`src/rtl/rr_output_arbiter.sv`:
```
// -----------------------------------------------------------------------------
// rr_output_arbiter
//
// Round-robin arbiter for one router output port. Several input ports compete
// for this output. An input competes only when it holds a valid flit whose
// next-hop address matches OUT_ADDR. The winner holds the output until its
// packet releases it. Grants are registered, so a grant appears one cycle
// after arbitration. There is always at least one idle cycle between two
// consecutive grants.
//
// Configuration macro:
//   RR_ARB_PKT_HOLD_EN  defined   : wormhole hold. The grant is kept until the
//                                   tail flit of the packet transfers.
//                       undefined : per-flit arbitration. Every transferred
//                                   flit releases the grant, and req_tail_i is
//                                   ignored.
//
// Parameters:
//   NUM_IN    number of competing input ports (2..16)
//   ADDR_W    width of each next-hop address
//   OUT_ADDR  next-hop code served by this output port
//
// Ports:
//   clk            rising-edge clock
//   reset          asynchronous active-high reset
//   nexthop_addr_i packed per-input next-hop address; input k at [k*ADDR_W +: ADDR_W]
//   req_valid_i    per-input valid flit
//   req_tail_i     per-input tail marker for the current flit
//   out_ready_i    downstream accepts a flit this cycle
//   grant_o        registered one-hot grant
//   grant_sel_o    registered binary index of the granted input (crossbar select)
//   grant_valid_o  registered, high whenever grant_o is non-zero
//   xfer_o         combinational transfer strobe for the current cycle
// -----------------------------------------------------------------------------
module rr_output_arbiter #(
    parameter int                NUM_IN   = 4,
    parameter int                ADDR_W   = 3,
    parameter logic [ADDR_W-1:0] OUT_ADDR = 3'd3
) (
    input  logic                        clk,
    input  logic                        reset,
    input  logic [NUM_IN*ADDR_W-1:0]    nexthop_addr_i,
    input  logic [NUM_IN-1:0]           req_valid_i,
    input  logic [NUM_IN-1:0]           req_tail_i,
    input  logic                        out_ready_i,
    output logic [NUM_IN-1:0]           grant_o,
    output logic [$clog2(NUM_IN)-1:0]   grant_sel_o,
    output logic                        grant_valid_o,
    output logic                        xfer_o
);

    localparam int SEL_W = $clog2(NUM_IN);

    typedef enum logic {
        IDLE = 1'b0,
        BUSY = 1'b1
    } state_t;

    state_t            state;
    logic [SEL_W-1:0]  ptr;          // highest-priority input for the next arbitration
    logic [NUM_IN-1:0] req_vec;      // inputs actually competing for this output
    logic              any_req;
    logic [SEL_W-1:0]  winner;
    logic [SEL_W-1:0]  next_ptr;
    logic              release_pkt;
    int                idx;

    // An input competes only if its flit is headed to this output.
    // NOTE: every signal assigned in always_comb gets a default before any
    // conditional logic. Without it, a path that skips the assignment would
    // infer a latch.
    always_comb begin
        req_vec = '0;
        for (int k = 0; k < NUM_IN; k++) begin
            req_vec[k] = req_valid_i[k] &&
                         (nexthop_addr_i[k*ADDR_W +: ADDR_W] == OUT_ADDR);
        end
    end

    // Search upward from ptr and wrap at NUM_IN-1. The first hit wins.
    always_comb begin
        any_req = 1'b0;
        winner  = '0;
        idx     = 0;
        for (int i = 0; i < NUM_IN; i++) begin
            idx = int'(ptr) + i;
            if (idx >= NUM_IN) begin
                idx = idx - NUM_IN;
            end
            if (!any_req && req_vec[idx[SEL_W-1:0]]) begin
                any_req = 1'b1;
                winner  = idx[SEL_W-1:0];
            end
        end
    end

    // After a grant, the winner becomes the lowest-priority input.
    assign next_ptr = (winner == SEL_W'(NUM_IN - 1)) ? '0 : winner + 1'b1;

    // A flit moves only when the owner presents data and downstream accepts it.
    assign xfer_o = grant_valid_o & req_valid_i[grant_sel_o] & out_ready_i;

`ifdef RR_ARB_PKT_HOLD_EN
    // The owner keeps the output until its tail flit transfers.
    assign release_pkt = xfer_o & req_tail_i[grant_sel_o];
`else
    // Every transferred flit counts as a tail, so the tail markers are not used.
    logic unused_tail;
    assign unused_tail = ^req_tail_i;
    assign release_pkt = xfer_o;
`endif

    // While BUSY, only the owner's transfers matter. The other inputs'
    // requests and the owner's address do not affect the grant.
    // NOTE: state registers use non-blocking assignments. Every flop then
    // samples the values from before the edge, independent of statement order.
    always_ff @(posedge clk or posedge reset) begin
        if (reset) begin
            state         <= IDLE;
            ptr           <= '0;
            grant_o       <= '0;
            grant_sel_o   <= '0;
            grant_valid_o <= 1'b0;
        end else begin
            case (state)
                IDLE: begin
                    if (any_req) begin
                        state         <= BUSY;
                        grant_o       <= NUM_IN'(1) << winner;
                        grant_sel_o   <= winner;
                        grant_valid_o <= 1'b1;
                        ptr           <= next_ptr;
                    end
                end
                BUSY: begin
                    // There is no same-cycle regrant. Arbitration resumes in
                    // the IDLE cycle that follows.
                    if (release_pkt) begin
                        state         <= IDLE;
                        grant_o       <= '0;
                        grant_sel_o   <= '0;
                        grant_valid_o <= 1'b0;
                    end
                end
                default: begin
                    state <= IDLE;
                end
            endcase
        end
    end

endmodule

```
`config.mk`:
```
export PLATFORM = sky130hd
export DESIGN_NAME = rr_output_arbiter
export DESIGN_NICKNAME = d
export VERILOG_FILES = /design/src/rtl/rr_output_arbiter.sv
export SDC_FILE = /design/constraint.sdc
export NUM_CORES = 1
export LEC_CHECK = 0
export ABC_AREA = 1
export BUFFER_PORTS_ARGS = -buffer_cell sky130_fd_sc_hd__buf_2
export CAP_MARGIN = 15
export CORE_MARGIN = 5
export CORE_UTILIZATION = 52
export DETAILED_ROUTE_END_ITERATION = 16
export PLACE_DENSITY = 0.83
export REMOVE_ABC_BUFFERS = 1
export SYNTH_ARGS = -nofsm -noshare
export SYNTH_HDL_FRONTEND = slang
export SYNTH_SLANG_ARGS = --single-unit
```
`constraint.sdc`:
```
create_clock -name clk -period 2.8 [get_ports clk]
set_input_delay 0.56 -clock clk [delete_from_list [all_inputs] [get_ports clk]]
set_output_delay 0.56 -clock clk [all_outputs]
set_load 0.03 [all_outputs]
```
== Word-level counts from Yosys, hierarchy flattened ==
Index checks and enable logic that the tools add are counted.

* Flip-flop bits (word level): 10
* Latch bits: 0
* RAM bits: 0
* ROM bits: 0
* Input bits: 23
* Output and inout bits: 8
* Memories: 0

* $add $sub $neg: 8
* $mul: 0
* Divide/modulo/power cells: 0
* Magnitude comparators: 9
* Eq/ne operators: 7
* Shift operators: 1
* Multiplexer cells: 35
* Bitwise operators: 3
* Reduce and logical (&&, ||, !) cells: 12

{| class="wikitable"
|+ Operator list
! operator !! number
|-
| 2-to-1 mux 2 bit || 11
|-
| less-than comparator 2 x 3 -> 1 bit (second input constant) || 5
|-
| 2-to-1 mux 1 bit || 13
|-
| equality test 3 x 2 -> 1 bit (second input constant) || 4
|-
| binary-select mux 1 bit (select 2 bit) || 5
|-
| greater-or-equal comparator 3 bit (second input constant) || 3
|-
| 2-to-1 mux 4 bit || 2
|-
| one-hot mux 4 bit (2 select lines) || 1
|-
| subtractor 2 x 1 -> 2 bit (second input constant) || 4
|-
| logical AND 1 bit || 7
|-
| adder 2 x 2 -> 3 bit (second input constant) || 2
|-
| inequality test 2 bit (second input constant) || 2
|-
| one-hot mux 1 bit (2 select lines) || 2
|-
| one-hot mux 2 bit (2 select lines) || 1
|-
| AND reduction 2 bit || 2
|-
| left shift 1 x 2 -> 4 bit (first input constant) || 1
|-
| adder 2 x 1 -> 3 bit (second input constant) || 1
|-
| greater-or-equal comparator 2 x 3 -> 1 bit (second input constant) || 1
|-
| zero test 1 bit || 3
|-
| adder 2 x 1 -> 2 bit (second input constant) || 1
|-
| AND 1 bit || 2
|-
| equality test 2 bit (second input constant) || 1
|-
| NOT 1 bit || 1
|}

== Longest topological paths before layout ==
Gate-level depths: netlist of run 1.

* Depth in word-level cells: 17
* Depth in mapped cells: 16
* Gate-level depth less buffers: 16

== Least setup slack after synthesis of run 1 ==
No wires, ideal clock.

* Kind: input -> register
* From: input req_valid_i[2]
* To: register ptr[1]
* Library setup time: 116 ps
* Arrival time: 1815 ps
* Data required time: 2684 ps
* Path slack: 868 ps
* Stages: 14
* Buffers on the path: 0
* Cell sequence: inv_1 nor2_1 nand3_1 nand3_2 nand2_4 nand2_1 nand3_1 nand2_1 inv_1 nand2_1 inv_1 ha_1 nand2_1 nand2_1

* Word-level cells in the longest chain between the ends: 15
* Elaborated cells on any way between the ends: 27

{| class="wikitable"
|+ Ends and longest elaborated chain
! item !! line !! text
|-
| from (decl) || 43 || <nowiki>input logic [NUM_IN-1:0] req_valid_i,</nowiki>
|-
| logical AND 1 bit (*) || 75 || <nowiki>req_vec[k] = req_valid_i[k] &&</nowiki>
|-
| binary-select mux 1 bit (select 2 bit) || 90 || <nowiki>if (!any_req && req_vec[idx[SEL_W-1:0]]) begin</nowiki>
|-
| 2-to-1 mux 1 bit (implied by the code) || 90 ||
|-
| 2-to-1 mux 1 bit || 90 ||
|-
| zero test 1 bit || 90 ||
|-
| logical AND 1 bit || 90 ||
|-
| 2-to-1 mux 1 bit || 90 ||
|-
| zero test 1 bit || 90 ||
|-
| logical AND 1 bit || 90 ||
|-
| 2-to-1 mux 1 bit || 90 ||
|-
| zero test 1 bit || 90 ||
|-
| logical AND 1 bit || 90 ||
|-
| 2-to-1 mux 2 bit (*) || 90 ||
|-
| adder 2 x 1 -> 2 bit / equality test 2 bit (equally long branches) || 98 || <nowiki>assign next_ptr = (winner == SEL_W'(NUM_IN - 1)) ? '0 : winner + 1'b1;</nowiki>
|-
| 2-to-1 mux 2 bit (*) || 98 ||
|-
| via next_ptr[1] || 64 || <nowiki>logic [SEL_W-1:0] next_ptr;</nowiki>
|-
| to (signal assigned) || 132 || <nowiki>ptr <= next_ptr;</nowiki>
|-
| to (decl) || 60 || <nowiki>logic [SEL_W-1:0] ptr;</nowiki>
|}

Mark *: on every way through the listed nets, which the timed path passes. The rest lies on a longest branch. The select of a mux whose other input is x is not followed.
A chain may end at the register's enable or synchronous reset.

== Worst setup path after layout of run 1 ==
* From: register ptr[0]
* To: register ptr[1]

* Word-level cells in the longest chain between the ends: 16
* Elaborated cells on any way between the ends: 41

{| class="wikitable"
|+ Ends and longest elaborated chain
! item !! line
|-
| parallel branches: the longest is 13 deep, another holds adder 2 x 1 -> 3 bit || -
|-
| 2-to-1 mux 2 bit (*) || 90
|-
| adder 2 x 1 -> 2 bit / equality test 2 bit (equally long branches) || 98
|-
| 2-to-1 mux 2 bit (*) || 98
|-
| via next_ptr[1] || 64
|}

Mark *: on every way through the listed nets, which the timed path passes. The select of a mux whose other input is x is not followed.

==> impl_results.md, run 1 <==
* Status: completed
* Fin. Hold Viols at 0
* Unrepaired setup endpoints after global routing: false
* Setup ws final at 0.6042 ns
* Sw power at 651.0 uW
* Post-CTS Setup Inserts at 0
* Share of layout cells above drive strength 1 at 26.62%
* Clk root buf: clkbuf_4
* R2r setup slk at 0.60 ns
* Static leakage at 0.0006341 uW
* Global-route wire length before repair at 3346 um
* Worst setup SP type: flip-flop
* P_int at 560.7 uW
* CTS clk-pin slew, worst paths at 0.07 ns
* Yosys cell types at 18
* Starting density of the core at 56.66%
* Core box area at 1559 um2
* FP Rows at 14
* Fmax at 455.4 MHz
* Worst EP arrival at 2.36 ns
* Synthesis Warnings at 0
* CTS max path bufs at 2
* H-tree depth at 1
* Chip width at 51.22 um
* Post-CTS sizing at 0
* Worst slew pin tran at 0.5019 ns
* Total GRT Usage at 16.48%
* Clock power frac at 10.9%
* Place WS at 0.5394 ns
* Worst Setup SP: ptr[0]
* Area leader, netlist: dfrtp_1
* Post-synthesis sequential area ratio at 28.33%
* Final period util at 78.42%
* Port bufs at 26
* # Max-Cap Violations at 0
* Logic gate share of total power at 64.7%
* Die Y at 51.22 um
* Pwr/cell area at 1170 nW/um2
* Synth Register Bits at 10
* Commonest non-fill, non-tap cell in the layout: nand2_1
* Mean area per synthesized cell at 6.955 um2
* DRT Pass-1 Iters at 4
* Largest net degree at the start of global routing at 12
* Crit. End Element: flip-flop
* HP Class: in -> async
* Reg2Reg Launch Point: ptr[0]
* I/O pin count at 31
* Gr ovfl total at 0
* Peak supply drop at 0.7580 mV
* Via count at 869
* Antenna cells at 0
* Antenna violations before repair at 0
* Post-synth top area share at 28.33%
* Drt drc at 0
* Fin crit period at 2.196 ns
* Slew Limit Fails at 0
* End of the worst register-to-register path: ptr[1]
* Sum Neg Setup Slack at 0 ns
* Later-pin clock latency in the skew report at 0.27 ns
* Fin Hold WS at 0.2518 ns
* Synth top area cells: dfrtp_1 (28%), nand2_1 (18%), nand3_1 (12%)
* Cells on worst reg2reg path at 14
* Post-Synthesis Cell Area at 883.3 um2
* Setup Crit Path Kind: reg -> reg
* Layout net count at 182
* Hold buffers post-CTS at 0
* Final clock skew at 0.003509 ns
* Commonest cells after routing, fill and taps aside: nand2_1 (42), buf_2 (26), nand3_1 (22), inv_1 (18), dfrtp_1 (10)
* Area delta synth->final at 17.28%
* Clock sinks at 10
* Dpl hpwl at 1569 um
* DRT antenna net count at 0
* Die area at 2623 um2
* Num CTS Buffers at 3
* CTS tree: built
* Via/cell ratio at 5.112
* DRT Wirelength at 1904 um
* DR iter-0 viols at 28
* Max-slew headroom at 66.54%
* Crit Path Max Fanout at 10
* Register share of total power at 24.3%
* Routed WL per cell at 11.20 um
* Gate count of the mapped netlist at 127
* Vias in the first global route at 822
* Final-report setup violation count at 0
* CP required at 2.97 ns
* Final RePlAce weighted congestion at 0.8747
* Sw Share at 53.72%
-- power groups by stage --
stage	Sequential [uW]	Combinational, uW	Clock (uW)
finish	295	784	132
global route	310	875	146
CTS	295	791	134
detailed placement	297	787	0
global placement	296	760	0
floorplan	371	538	0
-- flip-flops by register name, indices dropped and copies added (netlist names) --
name	cells
ptr	2
state	1
grant_o	4
grant_sel_o	2
grant_valid_o	1
-- stage by stage --
stage	power [uW]	instances	utilization (%)	instance area [um2]
after floorplan	908.5	124	-	849.6
after global placement	1056	166	64.13	999.7
after detailed placement	1084	166	64.13	999.7
after CTS	1220	170	66.45	1036
after global routing	1331	170	66.45	1036
final	1212	170	66.45	1036
-- how the worst max path moves through the flow --
stage	to	slack (ns)
5_1_grt	ptr[1]	0.35
4_1_cts	ptr[1]	0.63
3_3_place_gp	ptr[1]	0.58
2_1_floorplan	ptr[1]	0.84
3_5_place_dp	ptr[1]	0.54
6_report	ptr[1]	0.60
-- kinds of logic (layout without fill, tap and decap cells) --
family / Yosys count / in the layout / share of synthesized area (%)
AND/OR/NAND/NOR: 82 / 82 / 44.62
buffers and inverters: 22 / 49 / 12.18
flip-flops: 10 / 10 / 28.33
AO/OA/AOI/OAI: 7 / 7 / 4.250
adder cells (fa/ha/maj): 4 / 4 / 5.666
XOR/XNOR: 2 / 2 / 4.958
-- layer usage --
metal / vias up / part of all wire, % / wire [um] / track usage, %
li1: 460 / - / - / -
met1: 376 / 44 / 843 / 19.96
met2: 28 / 47 / 898 / 28.76
met3: 5 / 6.9 / 132 / 3.198
met4: 0 / 1.5 / 29 / 6.550
met5: - / 0 / 0 / 0
-- worst max-delay path, stage by stage (launching register included) --
cell and delay, ns:
dfrtp_1 0.66, nand3_1 0.23, nand2_1 0.17, nand2_1 0.06
nand2_1 0.10, nand2_1 0.07, nand2_1 0.06, nand2_1 0.04
nand2_1 0.08, inv_1 0.06, nand2_1 0.10, inv_1 0.08
ha_1 0.29, nand2_1 0.07, nand2_1 0.04
-- area by class of cell --
type	count	area, um2
Clock buffer	4	36.28
Sequential cell	10	250.2
Tap cell	16	20.02
Multi-Input combinational cell	95	525.5
Inverter	19	73.82
Timing Repair Buffer	26	130.1
Fill cell	147	523.0
-- cells in the mapped netlist, drive strengths merged --
library cell,number
o211ai,1
xor2,1
ha,4
nand3,25
xnor2,1
nand4,4
nand2,46
inv,19
a21oi,4
dfrtp,10
nor2,7
o21ai,2
buf,3
No activity file was read; power rests on OpenSTA's default activity.
==> run 2: changes to the inputs <==
CORE_UTILIZATION = 49   (was 52)
PLACE_DENSITY = 0.79   (was 0.83)
clock period = 2.1 ns   (was 2.8 ns; I/O delays follow)
==> run 2 against run 1 <==
Critical endpoint unchanged. Global-route usage decreased by 1.4 points. Cell count increased by 9.4%. Clock skew increased by 0.0016 ns. Flip-flop and latch count unchanged. Sequential share of layout area decreased by 2.8 points. Utilization increased by 2.1 points. Largest power group unchanged. Hold slack got worse by 0.13 ns. Wire length increased by 16%. Critical path depth increased by 2. First-iteration DRC count decreased by 64%.
==> impl_results.md, run 2 (synthesized netlist as in run 1, its figures left out) <==
* Peak supply drop at 0.9449 mV
* Worst setup SP type: flip-flop
* Starting density of the core at 51.16%
* Fmax at 508.6 MHz
* HP Class: in -> async
* Place WS at -0.05616 ns
* Final period util at 93.62%
* Fin cells at 186
* CTS tree: built
* Clk root buf: clkbuf_4
* Max-slew headroom at 73.89%
* Via count at 927
* Total GRT Usage at 15.08%
* Worst path slowest cell: dfrtp_2
* Share of layout cells above drive strength 1 at 34.78%
* Commonest non-fill, non-tap cell in the layout: nand2_1
* Status: completed
* Max reg flops at 4
* Fin crit period at 1.966 ns
* Gr ovfl total at 0
* Critical Path Max Stage Delay at 0.44 ns
* Port bufs at 26
* Chip width at 52.46 um
* Commonest cells after routing, fill and taps aside: nand2_1 (38), buf_2 (26), nand3_1 (20), inv_1 (18), dfrtp_1 (8)
* Critical path, cell by cell: buf_12 -> inv_8 -> nand3_4 -> nand2_2 -> nand2_1 -> nand2_1 -> nand2_1 -> nand2_1 -> nand2_1 -> nand2_2 -> inv_1 -> nand2_2 -> inv_1 -> ha_1 -> nand2_1 -> nand2_1
* Slew Limit Fails at 0
* CTS clk-pin slew, worst paths at 0.08 ns
* Fin. Hold Viols at 0
* Antenna violations before repair at 0
* CP required at 2.25 ns
* DR iter-0 viols at 10
* DRT Wirelength at 2209 um
* CP top delay family: simple AND/OR/NAND/NOR gates
* Crit. End Element: flip-flop
* Crit Path Max Fanout at 6
* I/O pin count at 31
* CP bufs+invs at 4
* Clock sinks at 10
* # fillers at 161
* Setup Crit Path Kind: reg -> reg
* Antenna cells at 0
* Final-report setup violation count at 0
* Final Instance Area at 1184 um2
* Dpl hpwl at 1576 um
* Top flop regs: grant_o (4), grant_sel_o (2), ptr (2)
* DRT Pass-1 Iters at 4
* CTS max path bufs at 2
* Num CTS Buffers at 3
* Placed cell count at 177
* Vias in the first global route at 764
* Setup ws final at 0.1340 ns
* Worst slew pin tran at 0.3912 ns
* Register with the most flip-flops: grant_o
* Largest net degree at the start of global routing at 12
* Final clock skew at 0.005151 ns
* H-tree depth at 1
* Drt drc at 0
* Fin Hold WS at 0.1194 ns
* Core box area at 1727 um2
* Die Y at 52.46 um
* # Max-Cap Violations at 0
* FP Rows at 15
* Layout net count at 189
* DRT antenna net count at 0
* Routed WL per cell at 11.88 um
* Static leakage at 0.0006850 uW
* Area delta synth->final at 33.99%
* Final RePlAce weighted congestion at 0.7812
* Via/cell ratio at 4.984
* Multi-input logic area at 571.8 um2
* Register area at 252.7 um2
* Placed inst area at 1039 um2
* Critical Path Most Common Cell: nand2_1
* Total power at 1832 uW
* Worst EP arrival at 2.12 ns
* Later-pin clock latency in the skew report at 0.26 ns
* Pwr/cell area at 1548 nW/um2
* Die area at 2752 um2
* Global-route wire length before repair at 3201 um
-- run 2: power by group --
| part | internal, uW | switching [uW] |
|---|---|---|
| combinational | 504 | 774 |
| sequential | 284 | 92.7 |
| clock | 105 | 71.8 |
-- run 2: layer usage --
layer  wire (um)  track usage [%]
met3         124            2.564
met2        1194            27.27
met4           0            1.277
met5           0                0
met1         890            19.23
-- run 2: metrics by stage --
step	setup TNS, ns	util, %
3_3_place_gp	0	60.14
6_report	0	68.55
5_1_grt	-0.03552	68.55
2_1_floorplan	0	-
4_1_cts	0	62.25
3_5_place_dp	-0.05616	60.14
-- run 2: final timing paths --
kind,end,slack (ns),startpoint,cells past startpoint
setup / recovery,ptr[1],0.13,ptr[0],16
setup reg to reg,ptr[1],0.13,ptr[0],16
hold / removal,grant_valid_o,0.12,reset,2
min in group clk,grant_o[3],0.50,grant_o[3],2
max in group asynchronous,ptr[1],1.67,reset,2
hold reg to reg,grant_o[3],0.50,grant_o[3],2
-- run 2: final cells by class --
| cell class | instances | area share, % |
|---|---|---|
| Multi-Input combinational cell | 95 | 48.31 |
| Sequential cell | 10 | 21.35 |
| Timing Repair Buffer | 33 | 17.97 |
| Inverter | 19 | 6.660 |
| Clock buffer | 4 | 3.066 |
| Tap cell | 25 | 2.643 |
-- run 2: repair_timing --
item / 4_1_cts / 5_1_grt
hold buffers: 0 / 0
setup buffers: 0 / 4
setup endpoints to repair: 0 / 1
gates resized for setup: 0 / 13
hold endpoints to repair: 0 / 0
==> run 3: changes to the inputs <==
BUFFER_PORTS_ARGS = unset   (was -buffer_cell sky130_fd_sc_hd__buf_2)
CORE_UTILIZATION = 55   (was 49)
DONT_BUFFER_PORTS = 1   (was unset)
PLACE_DENSITY = 0.7   (was 0.79)
SETUP_SLACK_MARGIN = 0.4   (was unset)
==> run 3 against run 2 <==
The flow now finishes with violations (hold timing). Maximum frequency increased by 1.6%. Cell count down 13%. Critical path depth shrank 1. Via count is 9.1% higher. Power is 31% higher. Critical endpoint is now grant_o[2].
==> impl_results.md, run 3 (synthesized netlist as in run 1, its figures left out) <==
* Starting density of the core at 58.64%
* Peak supply drop at 1.486 mV
* Fmax at 516.9 MHz
* H-tree depth at 1
* Final RePlAce weighted congestion at 0.8912
* Routed WL per cell at 18.46 um
* Final-report setup violation count at 0
* Top flop regs: grant_o (4), grant_sel_o (2), ptr (2)
* DRT Wirelength at 2991 um
* DR top layer: met4
* Port bufs at 0
* Status: finished, violations left
* Clk root buf: clkbuf_4
* Via count at 1011
* Max reg flops at 4
* Worst setup SP type: flip-flop
* I/O pin count at 31
* Gr ovfl total at 0
* Slew Limit Fails at 0
* Fin Hold WS at -0.006758 ns
* Commonest cells after routing, fill and taps aside: nand2_1 (31), inv_1 (13), nand3_1 (12), nand2_2 (11), buf_4 (11)
* Register with the most flip-flops: grant_o
* HP Class: in -> async
* M1 WL at 1051 um
* Vias in the first global route at 885
* Largest net degree at the start of global routing at 11
* Total GRT Usage at 19.77%
* Fin crit period at 1.935 ns
* Failing checks: hold timing
* Worst EP arrival at 2.11 ns
* Die Y at 50.08 um
* DRT antenna net count at 0
* Via/cell ratio at 6.241
* CTS max path bufs at 2
* Antenna cells at 0
* Max-slew headroom at 72.19%
* Num CTS Buffers at 3
* DR WL met3 at 260 um
* Antenna violations before repair at 0
* Clock sinks at 10
* Final period util at 92.13%
* Place WS at 0.02856 ns
* Later-pin clock latency in the skew report at 0.28 ns
* Chip width at 50.08 um
* DRT Pass-1 Iters at 4
* Share of layout cells above drive strength 1 at 45.89%
* Sum Neg Setup Slack at 0 ns
* Setup Crit Path Kind: reg -> reg
* Final clock skew at 0.003780 ns
* FP Rows at 14
* Static leakage at 0.0006420 uW
* DR iter-0 viols at 29
* Commonest non-fill, non-tap cell in the layout: nand2_1
* Core box area at 1506 um2
* Unrepaired setup endpoints after global routing: true
* Hold buffers post-CTS at 0
* Layout net count at 174
* CP required at 2.27 ns
* Dpl hpwl at 1470 um
* Global-route wire length before repair at 3739 um
* # fillers at 81
* Drt drc at 0
* Setup ws final at 0.1652 ns
* Met2 Routed Length at 1515 um
* Fin. Hold Viols at 10
* Crit Path Max Fanout at 6
* # Max-Cap Violations at 0
* Area delta synth->final at 43.48%
* CTS tree: built
* CTS clk-pin slew, worst paths at 0.07 ns
* Worst slew pin tran at 0.4157 ns
* Crit. End Element: flip-flop
* Final core utilization at 84.14%
* Pwr/cell area at 1891 nW/um2
* Die area at 2508 um2
run 3: cell count changes in the layout (fill, tap and decap cells not counted), sizes merged:
cell,change
inv,-1
clkbuf,-1
clkinv,+1
buf,-14
run 3: metal layers:
metal  vias up  GRT usage, %
met5         -             0
met4         0         9.170
met3        22         7.831
met2        66         33.05
met1       474         21.36
li1        449             -
run 3: path summary, 6_finish.rpt:
| check | slack [ns] | depth (start not counted) | from | to |
|---|---|---|---|---|
| min | -0.007 | 1 | reset | state |
| min reg2reg | 0.64 | 3 | state | grant_sel_o[1] |
| max | 0.17 | 15 | ptr[0] | grant_o[2] |
| max in group asynchronous | 1.81 | 1 | reset | ptr[1] |
| max reg2reg | 0.17 | 15 | ptr[0] | grant_o[2] |
| min in group clk | 0.50 | 3 | out_ready_i | state |
run 3: repair_timing:
| item | 4_1_cts | 5_1_grt |
|---|---|---|
| pin swaps | 13 | 19 |
| buffers inserted | 12 | 4 |
| endpoints found under the setup margin | 7 | 10 |
| gates resized for setup | 25 | 28 |
| hold endpoints to repair | 0 | 0 |
| cloned | 1 | 0 |
run 3: final cells by class:
cell class | instances | area, um2 | area share, %
inverters | 19 | 88.84 | 7.009
flip-flops and latches | 10 | 255.2 | 20.14
well taps | 16 | 20.02 | 1.579
clock buffers | 4 | 36.28 | 2.863
repair buffers | 18 | 186.4 | 14.71
multi-input cells | 95 | 680.7 | 53.70
run 3: worst max-delay path, stage by stage, from the launching register on:
cell and delay (ns):
dfrtp_2 0.43, buf_12 0.16, clkinv_8 0.07, nand3_4 0.08
nand3_2 0.13, nand2_4 0.08, nand2_2 0.09, nand2_1 0.05
nand2_1 0.08, nand2_2 0.07, inv_2 0.08, nand2_4 0.07
buf_6 0.12, ha_2 0.19, nand2_2 0.07, nand2_2 0.05
run 3: stage by stage:
stage               hold WS, ns  cell area (um2)  cells  total power, uW
CTS                     0.01235             1140    158             2049
finish                -0.006758             1267    162             2397
detailed placement       0.3069            889.6    141             1411
floorplan                0.2602            849.6    124             1211
global route            0.03662             1267    162             2536
global placement         0.2994            889.6    141             1376
run 3: report_power, final:
part	leakage [uW]	switching, uW	internal, uW
registers	0.000120	211	286
logic	0.000501	966	753
clock network	0.0000210	75.4	106
